===== config.mk =====
export PLATFORM = sky130hd
export DESIGN_NAME = cpu_datapath_slice
export DESIGN_NICKNAME = d
export VERILOG_FILES = /design/src/rtl/cpu_pkg.sv /design/src/rtl/dp_alu.sv /design/src/rtl/cpu_datapath_slice.sv
export SDC_FILE = /design/constraint.sdc
export NUM_CORES = 1
export LEC_CHECK = 0
export CAP_MARGIN = 10
export CORE_MARGIN = 2
export CORE_UTILIZATION = 48
export CTS_CLUSTER_DIAMETER = 150
export CTS_CLUSTER_SIZE = 10
export DETAILED_ROUTE_END_ITERATION = 12
export HOLD_SLACK_MARGIN = 0.05
export PLACE_DENSITY_LB_ADDON = 0.12
export SLEW_MARGIN = 0
export SYNTH_ARGS = -nofsm -noshare
export SYNTH_HDL_FRONTEND = slang
export SYNTH_SLANG_ARGS = --single-unit

===== constraint.sdc =====
create_clock -name clk -period 3.1 [get_ports clk]
set_input_delay 0.31 -clock clk [delete_from_list [all_inputs] [get_ports clk]]
set_output_delay 0.31 -clock clk [all_outputs]
set_load 0.02 [all_outputs]

===== src/rtl/cpu_pkg.sv =====
// Shared widths, opcode and ALU-operation constants, and instruction field
// positions for the 8-bit CPU.
package cpu_pkg;

    localparam int DATA_W  = 8;
    localparam int OPC_W   = 4;
    localparam int INSTR_W = OPC_W + 2 * DATA_W;

    localparam int OPC_MSB = INSTR_W - 1;
    localparam int OPC_LSB = 2 * DATA_W;
    localparam int OP1_MSB = 2 * DATA_W - 1;
    localparam int OP1_LSB = DATA_W;
    localparam int OP2_MSB = DATA_W - 1;
    localparam int OP2_LSB = 0;

    localparam logic [OPC_W-1:0] OPC_ADD  = 4'h0;
    localparam logic [OPC_W-1:0] OPC_SUB  = 4'h1;
    localparam logic [OPC_W-1:0] OPC_AND  = 4'h2;
    localparam logic [OPC_W-1:0] OPC_OR   = 4'h3;
    localparam logic [OPC_W-1:0] OPC_XOR  = 4'h4;
    localparam logic [OPC_W-1:0] OPC_LDR  = 4'h8;
    localparam logic [OPC_W-1:0] OPC_NOP  = 4'h9;
    localparam logic [OPC_W-1:0] OPC_STOP = 4'hF;

    typedef enum logic [2:0] {
        ALU_ADD  = 3'd0,
        ALU_SUB  = 3'd1,
        ALU_AND  = 3'd2,
        ALU_OR   = 3'd3,
        ALU_XOR  = 3'd4,
        ALU_NOTA = 3'd5,
        ALU_SHL  = 3'd6,
        ALU_SHR  = 3'd7
    } alu_op_e;

endpackage


===== src/rtl/dp_alu.sv =====
// Combinational 8-bit ALU with carry/no-borrow and signed-overflow flags.
module dp_alu
    import cpu_pkg::*;
(
    input  logic [DATA_W-1:0] a,
    input  logic [DATA_W-1:0] b,
    input  logic [2:0]        op,
    output logic [DATA_W-1:0] result,
    output logic              cout,
    output logic              overflow
);

    logic [DATA_W:0] sum_add;
    logic [DATA_W:0] sum_sub;

    // Subtraction as a + ~b + 1, so the carry out doubles as "no borrow".
    assign sum_add = {1'b0, a} + {1'b0, b};
    assign sum_sub = {1'b0, a} + {1'b0, ~b} + {{DATA_W{1'b0}}, 1'b1};

    always_comb begin
        result   = '0;
        cout     = 1'b0;
        overflow = 1'b0;
        case (alu_op_e'(op))
            ALU_ADD: begin
                result   = sum_add[DATA_W-1:0];
                cout     = sum_add[DATA_W];
                overflow = (a[DATA_W-1] == b[DATA_W-1]) &&
                           (sum_add[DATA_W-1] != a[DATA_W-1]);
            end
            ALU_SUB: begin
                result   = sum_sub[DATA_W-1:0];
                cout     = sum_sub[DATA_W];
                overflow = (a[DATA_W-1] != b[DATA_W-1]) &&
                           (sum_sub[DATA_W-1] != a[DATA_W-1]);
            end
            ALU_AND:  result = a & b;
            ALU_OR:   result = a | b;
            ALU_XOR:  result = a ^ b;
            ALU_NOTA: result = ~a;
            ALU_SHL: begin
                result   = {a[DATA_W-2:0], 1'b0};
                cout     = a[DATA_W-1];
                overflow = a[DATA_W-1] ^ a[DATA_W-2];
            end
            ALU_SHR: begin
                result = {a[DATA_W-1], a[DATA_W-1:1]};
                cout   = a[0];
            end
            default: ;
        endcase
    end

endmodule


===== src/rtl/cpu_datapath_slice.sv =====
// Datapath slice of the 8-bit CPU: instruction register with decoded fields,
// combinational ALU and two load-enabled accumulators.
module cpu_datapath_slice
    import cpu_pkg::*;
(
    input  logic               clk,
    input  logic               rst_n,
    input  logic               ir_load_en,
    input  logic [INSTR_W-1:0] ir_instruction_in,
    output logic [OPC_W-1:0]   ir_opcode,
    output logic [DATA_W-1:0]  ir_operand1,
    output logic [DATA_W-1:0]  ir_operand2,
    input  logic [DATA_W-1:0]  alu_in_a,
    input  logic [DATA_W-1:0]  alu_in_b,
    input  logic [2:0]         alu_op,
    output logic [DATA_W-1:0]  alu_result,
    output logic               alu_cout,
    output logic               alu_overflow,
    input  logic               acc1_load_en,
    input  logic [DATA_W-1:0]  acc1_data_in,
    output logic [DATA_W-1:0]  acc1_data_out,
    input  logic               acc2_load_en,
    input  logic [DATA_W-1:0]  acc2_data_in,
    output logic [DATA_W-1:0]  acc2_data_out
);

    // All three fields are captured from one word so they never mix instructions.
    always_ff @(posedge clk or negedge rst_n) begin
        if (!rst_n) begin
            ir_opcode   <= '0;
            ir_operand1 <= '0;
            ir_operand2 <= '0;
        end else if (ir_load_en) begin
            ir_opcode   <= ir_instruction_in[OPC_MSB:OPC_LSB];
            ir_operand1 <= ir_instruction_in[OP1_MSB:OP1_LSB];
            ir_operand2 <= ir_instruction_in[OP2_MSB:OP2_LSB];
        end
    end

    always_ff @(posedge clk or negedge rst_n) begin
        if (!rst_n) begin
            acc1_data_out <= '0;
        end else if (acc1_load_en) begin
            acc1_data_out <= acc1_data_in;
        end
    end

    always_ff @(posedge clk or negedge rst_n) begin
        if (!rst_n) begin
            acc2_data_out <= '0;
        end else if (acc2_load_en) begin
            acc2_data_out <= acc2_data_in;
        end
    end

    dp_alu u_alu (
        .a        (alu_in_a),
        .b        (alu_in_b),
        .op       (alu_op),
        .result   (alu_result),
        .cout     (alu_cout),
        .overflow (alu_overflow)
    );

endmodule


# Yosys cells after proc, flatten, opt, wreduce, memory -nomap -nowiden
# Cells that the tools add are included.
[word_totals]
ff_bits = 36
in_bits = 60
[classes]
n_addsub = 3
eq_ne = 11
muxes = 3
n_bitwise = 6
n_reduce_logical = 3
[ops]
columns = ["op", "count"]
rows = [
  ["8-bit case mux with 8 select lines", 1],
  ["8-bit by 8-bit adder with 9-bit output", 2],
  ["8-bit inverter", 2],
  ["3-bit == test (second input constant)", 4],
  ["9-bit by 1-bit adder with 9-bit output (second input constant)", 1],
  ["8-bit bitwise AND", 1],
  ["8-bit bitwise OR", 1],
  ["8-bit XOR", 1],
  ["3-bit by 2-bit == test with 1-bit output (second input constant)", 2],
  ["1-bit case mux with 4 select lines", 1],
  ["3-bit by 1-bit == test with 1-bit output (second input constant)", 1],
  ["3-bit logical NOT", 1],
  ["1-bit != test", 3],
  ["1-bit case mux with 3 select lines", 1],
  ["1-bit logical AND", 2],
  ["1-bit == test", 1],
  ["1-bit XOR", 1],
]

# Logic depth before layout (Yosys ltp)
# Gate-level depths: netlist of the first run.
[logic_depth]
ltp_word = 6
depth_mapped = 9
mapped_depth_nobuf = 9

# Cells and area by module
# From an unflattened synthesis of the first run, not the netlist that was laid out.
[unflattened]
cells_unflattened = 289
area_unflattened_um2 = 2889.0
[by_module_without_submodules]
columns = ["module", "n_inst", "cells_each", "area_each_um2", "seq_area_each_um2"]
rows = [
  ["dp_alu", 1, 213, 1462.7, 0.0],
  ["cpu_datapath_slice", 1, 76, 1426.4, 900.9],
]

# Worst setup path before layout of the first run
# No wires, ideal clock.
[synth_path]
path_type = "input-to-output"
start = "in alu_in_a[3]"
end = "out alu_result[7]"
arrival_time_ns = 2.161
path_slack_ns = 0.629
path_stages = 8
path_buffers = 1
path_cell_list = "inv_1 > ha_1 > buf_6 > or4_1 > o221a_2 > mux2i_4 > xor2_1 > o221ai_1"
[synth_between]
elab_chain_len = 3
word_cells_on_any_way = 4
cone_classes = "add/sub: 3; mux: 1"
[synth_rtl]
columns = ["item", "line", "text"]
rows = [
  ["start: declaration", "cpu_datapath_slice.sv:13", "input logic [DATA_W-1:0] alu_in_a,"],
  ["8-bit by 8-bit adder with 9-bit output", "dp_alu.sv:18", "assign sum_sub = {1'b0, a} + {1'b0, ~b} + {{DATA_W{1'b0}}, 1'b1};"],
  ["9-bit by 1-bit adder with 9-bit output", "dp_alu.sv:18", ""],
  ["8-bit case mux with 8 select lines *", "dp_alu.sv:24", "case (alu_op_e'(op))"],
  ["end: declaration", "cpu_datapath_slice.sv:16", "output logic [DATA_W-1:0] alu_result,"],
]
# Every way passes the cells marked *; elsewhere a longest branch is shown, timed or not.

# Worst setup path after layout of the first run
[layout_path]
start = "in alu_in_a[1]"
end = "out alu_result[7]"
# Same word-level chain as after synthesis.

==> results.yml, run 1 <==
synthesis:
  ys.flop_type: "dfrtp_1"
  ys_ff_latch: 36
  synth-edff-count: 0
  yosys-top-cells-area: "dfrtp_1 33%, mux2_2 15%, ha_1 11%"
  synth-seq-area-share: 0.3301
  avgSynthCellArea_um2: 9.345
  post-synth-top-area-cell: "dfrtp_1"
  synth_top_area_share: 0.3301
  synth_area_um2: 2729
  post_synth_num_cell_types: 48
  yosys_warnings: 0
  synth_fp_nets: 378
  netlist_instances: 292
  synth-async-reset-ratio: 1.000
grt:
  antenna_found_initial: 0
  grt_first_pass_wirelength_um: 12390
  grt_overflow_total: 0
  grtUsageTotal: 0.2504
  grt_pass1_vias: 2647
  grt_start_max_net_pins: 37
timing:
  fin_skew_ps: 0
  max_freq_mhz: 337.2
  final-max-slew-violation-count: 0
  postLayoutSetupSlackWorst_ps: 134.8
  hold_violations: 0
  setup_viol: 0
  slew_headroom: 0.4289
  post-route-min-period_ps: 2965
  worstMarginPinSlew_ps: 853.9
  fin_setup_tns_ps: 0
  grt_setup_unrepaired: "false"
  fin_crit_sh: 0.9565
layout:
  drive_above_1_share: 0.2324
  syn2layout_area_growth_pct: 52.82
  fillers: 411
  multi_input_area_um2: 1663
  final_core_util: 0.7573
  regArea_um2: 900.9
  layout.nets: 512
  diodes: 0
pwr:
  p_seq_frac: 0.364
  leakage_uw: 0.001878
  netSwitchingPower_uw: 486.6
  max-vdd-ir-drop_uv: 374.0
  p_per_area_nw_per_um2: 356.6
  switching_share: 0.3272
  clkPwrFrac: 0.210
  internal-power_uw: 1001
  p_comb_frac: 0.426
place:
  dp.final_hpwl_um: 6062
  gp_congestion: 0.9164
  port_buffers: 105
  place_ws_ps: -295.0
clock_tree:
  cts.clk_slew.worst_paths_ps: 70
  clk_latency_ps: 280
  cts-root-buf: "clkbuf_8"
  max-clock-path-buffers: 2
  cts_setup_buffers: 0
  numCtsBuffers: 5
  cts_tree: "yes"
  cts_max_level: 2
  clock-sinks: 36
  ctsHoldBuffers: 0
setup_path:
  crit_chain: "clkdlybuf4s50_1 -> inv_1 -> ha_1 -> or3_1 -> and3_1 -> o221a_2 -> mux2i_4 -> xor2_1 -> o221ai_1 -> buf_2"
  cp.required_ps: 2790
  cp_slowest_cell: "clkdlybuf4s50_1"
  critPathArrivalTime_ps: 2660
  criticalPathCategory: "in2out"
  startpoint_type: "input port"
  crit_buf_inv: 3
  crit_family: "buffers and inverters"
  max_stage_delay_ps: 490
  end_kind: "output port"
  worstPathMaxFanout: 3
hold_path:
  hold_class: "in2async"
floorplan:
  die_y_um: 79.40
  start_util: 0.4956
  die-area_um2: 6304
  die_w_um: 79.40
  std_cell_rows: 27
  core_um2: 5507
  ios: 106
drt:
  wl_um: 7630
  first_pass_iters: 5
  wl_per_cell_um: 15.32
  vias_per_cell: 5.367
  num_vias: 2673
  ant_nets: 0
  drtIter0Drc: 178
  drc: 0
status:
  status: "finished, final reports clean"
flow_run:
  max_cap_viol_count: 0
state kept, by name, indices dropped and copies added (netlist names):
register,cells
acc1_data_out,8
acc2_data_out,8
ir_opcode,4
ir_operand1,8
ir_operand2,8
worst paths after layout:
kind                                   from                to  slack [ps]  depth (start not counted)
setup reg to reg           acc2_data_out[6]  acc2_data_out[6]        2320                          1
max in group asynchronous             rst_n    ir_operand1[5]        2350                          2
hold / removal                        rst_n    ir_operand2[7]         430                          2
min in group clk           acc2_data_out[4]  acc2_data_out[4]         510                          1
setup / recovery                alu_in_a[1]     alu_result[7]         130                         10
hold reg to reg            acc2_data_out[4]  acc2_data_out[4]         510                          1
placed cells by master (no fill, tap or decap), types with 4 or more instances in the layout:
cell type        count
clkdlybuf4s50_1     97
nand2b_1             5
clkbuf_8             5
o21ai_1             15
mux2_2              36
nand3_1              9
nor2b_1              4
buf_4               44
ha_1                24
dfrtp_1             36
mux2i_1              5
o21ai_0              8
a21oi_1             14
nor2_1              16
inv_1               22
nand2_1             18
cell usage after synthesis (3+ instances only):
master     n
dfrtp_1   36
mux2_2    36
ha_1      24
inv_1     22
nand2_1   18
nor2_1    16
o21ai_1   15
a21oi_1   14
clkbuf_1  14
nand3_1    9
o21ai_0    8
buf_2      7
mux2i_1    5
nand2b_1   5
nor2b_1    5
a22oi_1    4
a211oi_1   3
a21o_1     3
a31oi_1    3
nor3_1     3
o211ai_1   3
o22ai_1    3
xor2_1     3
per-stage QoR:
stage	area, um2	hold slack [ps]	total power [uW]	instances
global placement	4101	487.2	1175	491
floorplan	2729	14.41	866.7	292
global route	4170	470.1	1569	498
detailed placement	4101	495.1	1190	491
CTS	4179	443.7	1500	498
finish	4170	433.1	1487	498
repair_timing:
| action | 4_1_cts | 5_1_grt |
|---|---|---|
| resized for setup | 12 | 20 |
| endpoints found under the setup margin | 7 | 7 |
| endpoints found under the hold margin | 0 | 0 |
logic make-up (layout without fill, tap and decap cells):
group,Yosys count,after routing,synth area share
AO/OA/AOI/OAI,69,69,0.1619
XOR/XNOR,5,5,0.01605
adder cells (fa/ha/maj),26,26,0.1247
buffers and inverters,45,179,0.06786
flip-flops,36,36,0.3301
multiplexers,42,42,0.1751
AND/OR/NAND/NOR,69,69,0.1243
power by group through the flow:
| stage | Clock (uW) | Combinational [uW] | Sequential [uW] |
|---|---|---|---|
| 2_1_floorplan | 0 | 259 | 607 |
| 3_3_place_gp | 0 | 629 | 545 |
| 3_5_place_dp | 0 | 640 | 550 |
| 4_1_cts | 321 | 636 | 542 |
| 5_1_grt | 342 | 681 | 547 |
| 6_report | 312 | 634 | 542 |
per-layer routing:
| layer | track usage | share of wire | up-vias | wire length [um] |
|---|---|---|---|---|
| met4 | 0.03966 | 0.0077 | 0 | 59 |
| met3 | 0.07919 | 0.075 | 5 | 569 |
| met2 | 0.4364 | 0.50 | 94 | 3797 |
| li1 | - | - | 1303 | - |
| met5 | 0 | 0 | - | 0 |
| met1 | 0.3093 | 0.42 | 1271 | 3203 |
layout make-up:
cell class / count / area share
Multi-Input combinational cell: 211 / 0.3987
Timing Repair Buffer: 149 / 0.3243
Sequential cell: 36 / 0.2160
Tap cell: 72 / 0.02160
Inverter: 23 / 0.02070
Clock buffer: 6 / 0.01740
Clock inverter: 1 / 0.001200
Note: power is estimated with default switching activity, not from simulation.
==> run 2, diff against run 1 <==
--- a/config.mk
+++ b/config.mk
@@ -5,9 +5,8 @@
 export SDC_FILE = /design/constraint.sdc
 export NUM_CORES = 1
 export LEC_CHECK = 0
-export CAP_MARGIN = 10
 export CORE_MARGIN = 2
-export CORE_UTILIZATION = 48
+export CORE_UTILIZATION = 45
 export CTS_CLUSTER_DIAMETER = 150
 export CTS_CLUSTER_SIZE = 10
 export DETAILED_ROUTE_END_ITERATION = 12
==> constraint.sdc (replaced) <==
create_clock -name clk -period 3.4 [get_ports clk]
set_input_delay 0.34 -clock clk [delete_from_list [all_inputs] [get_ports clk]]
set_output_delay 0.34 -clock clk [all_outputs]
set_load 0.02 [all_outputs]
==> results.yml, run 2 (same netlist as run 1, synthesis figures left out) <==
status:
  status: "finished, final reports clean"
timing:
  setup_viol: 0
  slew_headroom: 0.4313
  fin_crit_sh: 0.9461
  post-route-min-period_ps: 3217
  grt_setup_unrepaired: "false"
  max_freq_mhz: 310.9
  worstMarginPinSlew_ps: 850.4
  hold_violations: 0
  final-max-slew-violation-count: 0
  fin_skew_ps: 0
grt:
  grt_first_pass_wirelength_um: 12400
  global_route.usage.met2: 0.3846
  grt_pass1_vias: 2599
  use_met3: 0.04835
  grtUsageTotal: 0.2399
  grt_overflow_total: 0
  busiest_layer: "met2"
  grt_use_met1: 0.3244
  antenna_found_initial: 0
  grt_start_max_net_pins: 37
setup_path:
  worstPathMaxFanout: 5
  criticalPathCategory: "in2out"
  cp.required_ps: 3060
  critPathArrivalTime_ps: 2880
  startpoint_type: "input port"
  end_kind: "output port"
clock_tree:
  cts-root-buf: "clkbuf_8"
  max-clock-path-buffers: 2
  clk_latency_ps: 280
  ctsHoldBuffers: 0
  cts.clk_slew.worst_paths_ps: 70
  cts_max_level: 2
  cts_tree: "yes"
  clock-sinks: 36
  numCtsBuffers: 5
place:
  placed_area_um2: 4070
  port_buffers: 105
  dp.final_hpwl_um: 5833
  gp_congestion: 0.9418
layout:
  diodes: 0
  layout.nets: 504
  final_cell_mix: "98 x clkdlybuf4s50_1, 36 x mux2_2, 36 x dfrtp_1"
  drive_above_1_share: 0.2081
  final_core_util: 0.7094
  layout.cells.most_common: "clkdlybuf4s50_1"
  finalInstanceArea_um2: 4175
  syn2layout_area_growth_pct: 53.00
drt:
  first_pass_iters: 5
  wl_per_cell_um: 15.13
  drtIter0Drc: 240
  wl_um: 7457
  vias_per_cell: 5.300
  drc: 0
  num_vias: 2613
  ant_nets: 0
floorplan:
  start_util: 0.4636
  die_y_um: 81.87
  die-area_um2: 6703
  die_w_um: 81.87
  core_um2: 5886
  std_cell_rows: 28
  ios: 106
pwr:
  max-vdd-ir-drop_uv: 318.2
  leakage_uw: 0.001865
  p_per_area_nw_per_um2: 326.6
hold_path:
  hold_class: "in2async"
flow_run:
  max_cap_viol_count: 0
run 2: cell count changes in the layout (fill, tap and decap cells not counted), sizes merged:
cell,change
clkdlybuf4s50,+1
dlymetal6s2s,+1
dlygate4sd2,+4
clkbuf,-3
buf,-11
run 2: final cells by class:
class | instances | area (um2)
multi-input cells | 211 | 1672
inverters | 23 | 86.33
repair buffers | 141 | 1345
clock buffers | 6 | 72.57
fillers | 478 | 1710
well taps | 75 | 93.84
clock inverters | 1 | 5.005
flip-flops and latches | 36 | 900.9
run 2: timing repair:
action	CTS	global route
endpoints found under the setup margin	6	4
resized for setup	6	6
setup buffers	0	0
run 2: per-layer routing:
layer	wire, um	vias up
met1	3340	1221
met4	102	0
li1	-	1276
met5	0	-
met3	558	11
met2	3456	105
run 2: report_power, final:
part	internal, uW	switching [uW]	total (uW)
Combinational	308	278	586
Clock	139	147	286
Sequential	471	21.0	492
Total	918	446	1360
run 2: worst paths after layout:
path	start	to	slack (ps)	cells after the start
setup reg to reg	ir_operand2[6]	ir_operand2[6]	2630	1
setup / recovery	alu_in_b[2]	alu_result[7]	180	10
min in group clk	ir_opcode[3]	ir_opcode[3]	510	1
hold reg to reg	ir_opcode[3]	ir_opcode[3]	510	1
max in group asynchronous	rst_n	acc2_data_out[7]	2620	2
hold / removal	rst_n	ir_operand1[3]	460	2
run 2: stage by stage:
stage          setup TNS [ps]  setup slack (ps)  cells  total power, uW  hold slack [ps]
2_1_floorplan               0             868.9    292            790.3            44.41
3_3_place_gp           -64.87            -34.05    486             1075            487.6
3_5_place_dp           -192.2            -78.09    486             1086            494.3
4_1_cts                     0             3.985    493             1368            479.1
5_1_grt                     0             47.10    493             1444            519.0
6_report                    0             183.4    493             1364            464.3
run 2: critical path: stages:
cell             delay, ps
clkdlybuf4s50_1        510
inv_1                   80
ha_1                   340
or3_1                  360
and3_1                 200
o221a_2                270
mux2i_4                140
xor2_1                 160
o221ai_1               130
dlygate4sd2_1          330
==> run 3, diff against run 2 <==
--- a/config.mk
+++ b/config.mk
@@ -11,7 +11,7 @@
 export CTS_CLUSTER_SIZE = 10
 export DETAILED_ROUTE_END_ITERATION = 12
 export HOLD_SLACK_MARGIN = 0.05
-export PLACE_DENSITY_LB_ADDON = 0.12
+export PLACE_DENSITY = 0.82
 export SLEW_MARGIN = 0
 export SYNTH_ARGS = -nofsm -noshare
 export SYNTH_HDL_FRONTEND = slang
==> results.yml, run 3 (same netlist as run 1, synthesis figures left out) <==
pwr:
  fin_total_pwr_uw: 1373
  p_per_area_nw_per_um2: 331.5
  p_seq_frac: 0.359
  leakage_uw: 0.001871
  max-vdd-ir-drop_uv: 292.0
  p_comb_frac: 0.423
  switching_share: 0.3288
  clkPwrFrac: 0.218
  internal-power_uw: 921.9
  netSwitchingPower_uw: 451.6
drt:
  drc: 0
  top_layer: "met4"
  wl_met1_um: 3256
  wl_per_cell_um: 15.95
  num_vias: 2624
  vias_per_cell: 5.312
  first_pass_iters: 4
  wl_met2_um: 3988
  wl_um: 7879
  ant_nets: 0
  drtIter0Drc: 150
  dr_wl_met3_um: 504
setup_path:
  rr_startpoint: "ir_opcode[2]"
  critPathArrivalTime_ps: 2990
  cp.required_ps: 3060
  criticalPathCategory: "in2out"
  worstPathMaxFanout: 5
  reg2reg_slack_ps: 2620
  end_kind: "output port"
  reg2reg_depth: 1
  startpoint_type: "input port"
  rr_endpoint: "ir_opcode[2]"
layout:
  drive_above_1_share: 0.1981
  diodes: 0
  syn2layout_area_growth_pct: 51.81
  final_cell_mix: "99 x clkdlybuf4s50_1, 36 x mux2_2, 36 x dfrtp_1, 36 x buf_4, 24 x ha_1"
  layout.nets: 504
  layout.cells.most_common: "clkdlybuf4s50_1"
timing:
  post-route-min-period_ps: 3328
  slew_headroom: 0.4080
  grt_setup_unrepaired: "false"
  setup_viol: 0
  final-max-slew-violation-count: 0
  fin_hold_ws_ps: 461.4
  fin_skew_ps: 0
  fin_crit_sh: 0.9787
  hold_violations: 0
  worstMarginPinSlew_ps: 885.2
  max_freq_mhz: 300.5
clock_tree:
  cts.clk_slew.worst_paths_ps: 70
  max-clock-path-buffers: 2
  cts-root-buf: "clkbuf_8"
  clock-sinks: 36
  clk_latency_ps: 290
  cts_tree: "yes"
  numCtsBuffers: 5
  cts_max_level: 2
floorplan:
  die_w_um: 81.87
  ios: 106
  die_y_um: 81.87
  start_util: 0.4636
  core_um2: 5886
  die-area_um2: 6703
  std_cell_rows: 28
grt:
  antenna_found_initial: 0
  grt_overflow_total: 0
  grtUsageTotal: 0.2487
  grt_first_pass_wirelength_um: 12840
  grt_pass1_vias: 2819
  grt_start_max_net_pins: 37
flow_run:
  max_cap_viol_count: 0
place:
  dp.final_hpwl_um: 6222
  gp_congestion: 0.9108
  port_buffers: 105
hold_path:
  hold_class: "in2async"
status:
  status: "finished, final reports clean"
-- run 3: area by class of cell --
| class | instances | area, um2 |
|---|---|---|
| well taps | 75 | 93.84 |
| repair buffers | 141 | 1329 |
| clock buffers | 7 | 76.32 |
| flip-flops and latches | 36 | 900.9 |
| clock inverters | 1 | 8.758 |
| fillers | 440 | 1743 |
| inverters | 23 | 86.33 |
| multi-input cells | 211 | 1648 |
-- run 3: power groups by stage --
stage               combinational [uW]  sequential, uW  clock [uW]
global route                       624             499         322
floorplan                          236             554           0
finish                             581             493         299
CTS                                583             493         305
global placement                   573             498           0
detailed placement                 583             501           0
-- run 3: through the flow --
stage	instances	worst slack [ps]	setup TNS, ps	area (um2)	util
floorplan	292	868.9	0	2729	-
detailed placement	486	-67.69	-72.59	4045	0.6873
global route	494	31.38	0	4143	0.7039
finish	494	72.49	0	4143	0.7039
CTS	494	0.3317	0	4128	0.7013
global placement	486	-15.73	-15.73	4045	0.6873
-- run 3: timing repair --
item	CTS	global route
buffers inserted	0	0
endpoints found under the setup margin	2	4
resized for setup	2	5
hold endpoints to repair	0	0
hold buffers	0	0
-- run 3: how the worst max path moves through the flow --
| stage | startpoint | endpoint | cells after the start |
|---|---|---|---|
| global placement | alu_in_a[2] | alu_result[7] | 10 |
| global route | alu_in_a[1] | alu_result[5] | 10 |
| finish | alu_in_a[2] | alu_result[5] | 10 |
| floorplan | alu_in_a[3] | alu_result[7] | 8 |
| CTS | alu_in_a[0] | alu_cout | 11 |
| detailed placement | alu_in_a[2] | alu_result[7] | 10 |
-- run 3: worst max-delay path, stage by stage --
cell	delay (ps)
clkdlybuf4s50_1	500
inv_1	60
ha_1	360
or3_1	350
a31oi_1	310
o21ai_1	100
nand3_1	90
xor2_1	70
o211ai_1	170
clkdlybuf4s50_1	630
-- run 3: layer usage --
metal	track usage	vias up
met5	0	-
met4	0.08000	0
met3	0.06264	10
met2	0.4504	79
met1	0.2847	1258
li1	-	1277
==> edit 1: new RTL, flow settings as in run 1 <==
Register the input `ir_instruction_in` before use. The logic sees it one clock later. The other inputs are not delayed to match.
--- a/src/rtl/cpu_datapath_slice.sv
+++ b/src/rtl/cpu_datapath_slice.sv
@@ -26,2 +26,8 @@
 
+    logic [INSTR_W-1:0] ir_instruction_q;
+
+    always_ff @(posedge clk) begin
+        ir_instruction_q <= ir_instruction_in;
+    end
+
     // All three fields are captured from one word so they never mix instructions.
@@ -33,5 +39,5 @@
         end else if (ir_load_en) begin
-            ir_opcode   <= ir_instruction_in[OPC_MSB:OPC_LSB];
-            ir_operand1 <= ir_instruction_in[OP1_MSB:OP1_LSB];
-            ir_operand2 <= ir_instruction_in[OP2_MSB:OP2_LSB];
+            ir_opcode   <= ir_instruction_q[OPC_MSB:OPC_LSB];
+            ir_operand1 <= ir_instruction_q[OP1_MSB:OP1_LSB];
+            ir_operand2 <= ir_instruction_q[OP2_MSB:OP2_LSB];
         end
Behaviour: not the same (a bounded check fails within 4 cycles, from zero or initial values and one cycle with rst_n low).
==> edit 1 against run 1 <==
  * Sequential power increased by 50%
  * Area after synthesis up 15%
  * Power rose by 24%
  * Wire length increased by 0.12%
  * Clock skew grew 0.0068 ns
  * Cell area is 11% higher
  * Sequential cell count grew 20
  * Register-to-register slack barely moved
  * Core utilization fell by 2.3 points
  * Synthesized cell count rose by 6.8%
  * Hold slack worse by 0.016 ns
  * Setup slack worse by 0.050 ns
  * Largest cell class unchanged
  * Non-clock buffer count grew 3
==> edit 1: results <==
[place]
gp_congestion = 0.931
dpl_cell_area_mm2 = 0.00454
dp.cells = 519
dp_slack_ns = -0.308
dp_hpwl_mm = 5.94

[detailed_routing]
wire_per_inst_um = 14.5
wl_met1_mm = 3.66
wl_mm = 7.64
vias = 2759
wl_met3_um = 464
drt_iter0_drc = 101
dr.pass1.iters = 4
wl_met2_mm = 3.44

[yosys]
avgSynthCellArea_um2 = 10.0
muxShareOfSynthArea = 0.153
syn_nets = 398
synth_seq_cells = 56
synth_compound_area_frac = 0.141
synth_area_leaders = "dfrtp_1 (29%), mux2_2 (13%), dfxtp_1 (13%)"
synth-async-reset-ratio = 0.643
synth.distinct_cells = 49
synthXorXnorAreaFrac = 0.0140
synth_common_cells = "dfrtp_1 (36), mux2_2 (36), ha_1 (24)"
seq_area_frac_synth = 0.416
synth_fa_ha_area_frac = 0.109

[cells_and_area]
buf_share = 0.299
seq_area_frac = 0.281
final_util = 0.734
clock_area_frac = 0.0197
num-nonclk-buffers = 152
clkbuf_count = 5
num-nets-final = 535
fillCellCount = 470
drive_gt1_frac = 0.236

[power]
clock_net_power_w = 0.000398
p_leak_nw = 2.07
power_frac_seq = 0.439
fin_total_pwr_w = 0.00185

[global_route]
gr-usage-met2 = 0.334
grt.met3_usage = 0.0442
grtUsageTotal = 0.217
grt_pass1_vias = 2638
grt_util_met1 = 0.320
grt_pass1_wl_mm = 12.7

[sta]
relSlewSlack = 0.385
clock_skew_ns = 0.00685

[clocking]
clk_pin_slew_ns = 0.10
post_cts_resized = 16
clk_latency_ns = 0.31

[status]
status = "completed"

[die]
start_util = 0.496

[critical_path]
max_stage_delay_ns = 0.51
edit 1: cell types whose count changed after synthesis, sizes merged:
| cell | change |
|---|---|
| dfxtp | +20 |
edit 1: critical path: cells and delay by family:
| kind | cells | cell delay [ns] |
|---|---|---|
| AO/OA/AOI/OAI | 4 | 0.51 |
| adder cells (fa/ha/maj) | 2 | 0.63 |
| XOR/XNOR | 1 | 0.11 |
| buffers and inverters | 4 | 0.95 |
| AND/OR/NAND/NOR | 1 | 0.19 |
edit 1: final timing paths:
check                                      from                   to  slack [ns]  depth (start not counted)
min reg2reg                ir_instruction_q[18]         ir_opcode[2]        0.47                          1
max in group asynchronous                 rst_n       ir_operand1[0]        2.35                          2
max reg2reg                      ir_operand2[1]       ir_operand2[1]        2.32                          1
min                                       rst_n     acc1_data_out[1]        0.42                          2
min in group clk           ir_instruction_in[0]  ir_instruction_q[0]        0.43                          1
max                                 alu_in_a[0]        alu_result[2]        0.08                         12
==> edit 2: new RTL, settings of run 1 <==
Made on the original files. `OPC_W`: 4 -> 6.
--- a/src/rtl/cpu_pkg.sv
+++ b/src/rtl/cpu_pkg.sv
@@ -5,3 +5,3 @@
     localparam int DATA_W  = 8;
-    localparam int OPC_W   = 4;
+    localparam int OPC_W   = 6;
     localparam int INSTR_W = OPC_W + 2 * DATA_W;
Ports: changed (resized ir_instruction_in and ir_opcode); port bits go from 106 to 110. No check against the original RTL was run, so the function may have changed too.
==> edit 2 against run 1 <==
  * Global-route usage increased by 1.5 points
  * Count of clock-buffer cells in the layout unchanged
  * Wire length increased by 10%
  * Cell area increased by 6.6%
  * Core utilization increased by 0.73 points
  * Sequential cell count increased by 2
  * Via count increased by 5.8%
  * Area after synthesis increased by 4.1%
  * Synthesized cell count decreased by 0.68%
  * Combinational power increased by 5.5%
  * Setup slack got worse by 0.029 ns
  * Maximum frequency decreased by 0.98%
  * Sequential power increased by 5.4%
  * Power increased by 19%
  * Critical path type unchanged
  * Highest routed layer unchanged
==> edit 2: results <==
[critical_path]
rrSetupSlack_ns = 2.31
critPathMaxFanout = 3
rr_startpoint = "acc1_data_out[5]"
arrival_ns = 2.68
rr_endpoint = "acc1_data_out[5]"
crit_end = "alu_result[4]"

[sta]
setup_ws_ns = 0.106
clock_skew_ns = 0
worstMarginPinSlew_ns = 0.595

[detailed_routing]
wl_met2_mm = 4.10
drt_iter0_drc = 228
wire_per_inst_um = 16.5
wl_met3_um = 694
dr.max_layer_used = "met4"
vias = 2828

[status]
status = "completed"

[power]
powerComb_w = 0.000669
ir_worst_vdd_mv = 0.408
pwr-share-comb = 0.379
clock_net_power_w = 0.000524
p_sw_w = 0.000526

[cells_and_area]
num-nonclk-buffers = 156
inverters = 24
clock_area_frac = 0.0321
design.seq.count = 38
multi_input_area_share = 0.391
buf_share = 0.322
fillCellCount = 416
num-nets-final = 522
area_growth_pct = 56.6

[global_route]
grtUsageTotal = 0.265
grt.met3_usage = 0.0611
grt_util_met1 = 0.330
grt_max_degree = 39
grt_pass1_vias = 2927

[place]
portBuffers = 109
dpl_cell_area_mm2 = 0.00428
dp_slack_ns = -0.302
dp.cells = 501
gp_congestion = 0.935

[yosys]
synth_common_cells = "dfrtp_1 (38), mux2_2 (38), ha_1 (24)"
synth_area_leaders = "dfrtp_1 (33%), mux2_2 (15%), ha_1 (11%)"
seq_area_frac_synth = 0.335
avgSynthCellArea_um2 = 9.79
synth_top_cell_area_share = 0.335
synth.distinct_cells = 54

[die]
fp.dieW_um = 80.9

[clocking]
post_cts_resized = 14
-- edit 2: cell types whose count changed after synthesis, sizes merged, moves of 3 or more --
cell	delta
o21ai	-9
clkbuf	-7
nor2	-6
nor3	+5
buf	+4
nand3	-4
a211oi	-3
a21oi	+3
nand2	-3
nand3b	+3
-- edit 2: worst min path at each step --
| stage | slack (ns) | endpoint | startpoint | cells after the start |
|---|---|---|---|---|
| after floorplan | 0.01 | acc1_data_out[0] | rst_n | 0 |
| final | 0.45 | ir_operand1[4] | rst_n | 2 |
| after global placement | 0.49 | acc2_data_out[2] | acc2_data_out[2] | 1 |
| after detailed placement | 0.50 | acc2_data_out[0] | acc2_data_out[0] | 1 |
| after global routing | 0.50 | ir_operand2[0] | rst_n | 2 |
| after CTS | 0.46 | ir_operand1[7] | rst_n | 2 |
-- edit 2: cell families after synthesis --
logic type	synth area share
AOI/OAI and AO/OA	0.178
and+or+nand+nor	0.110
muxes	0.180
buffers and inverters	0.0626
DFF	0.335
adders and majority gates	0.120
xor gates and xnor gates	0.0154
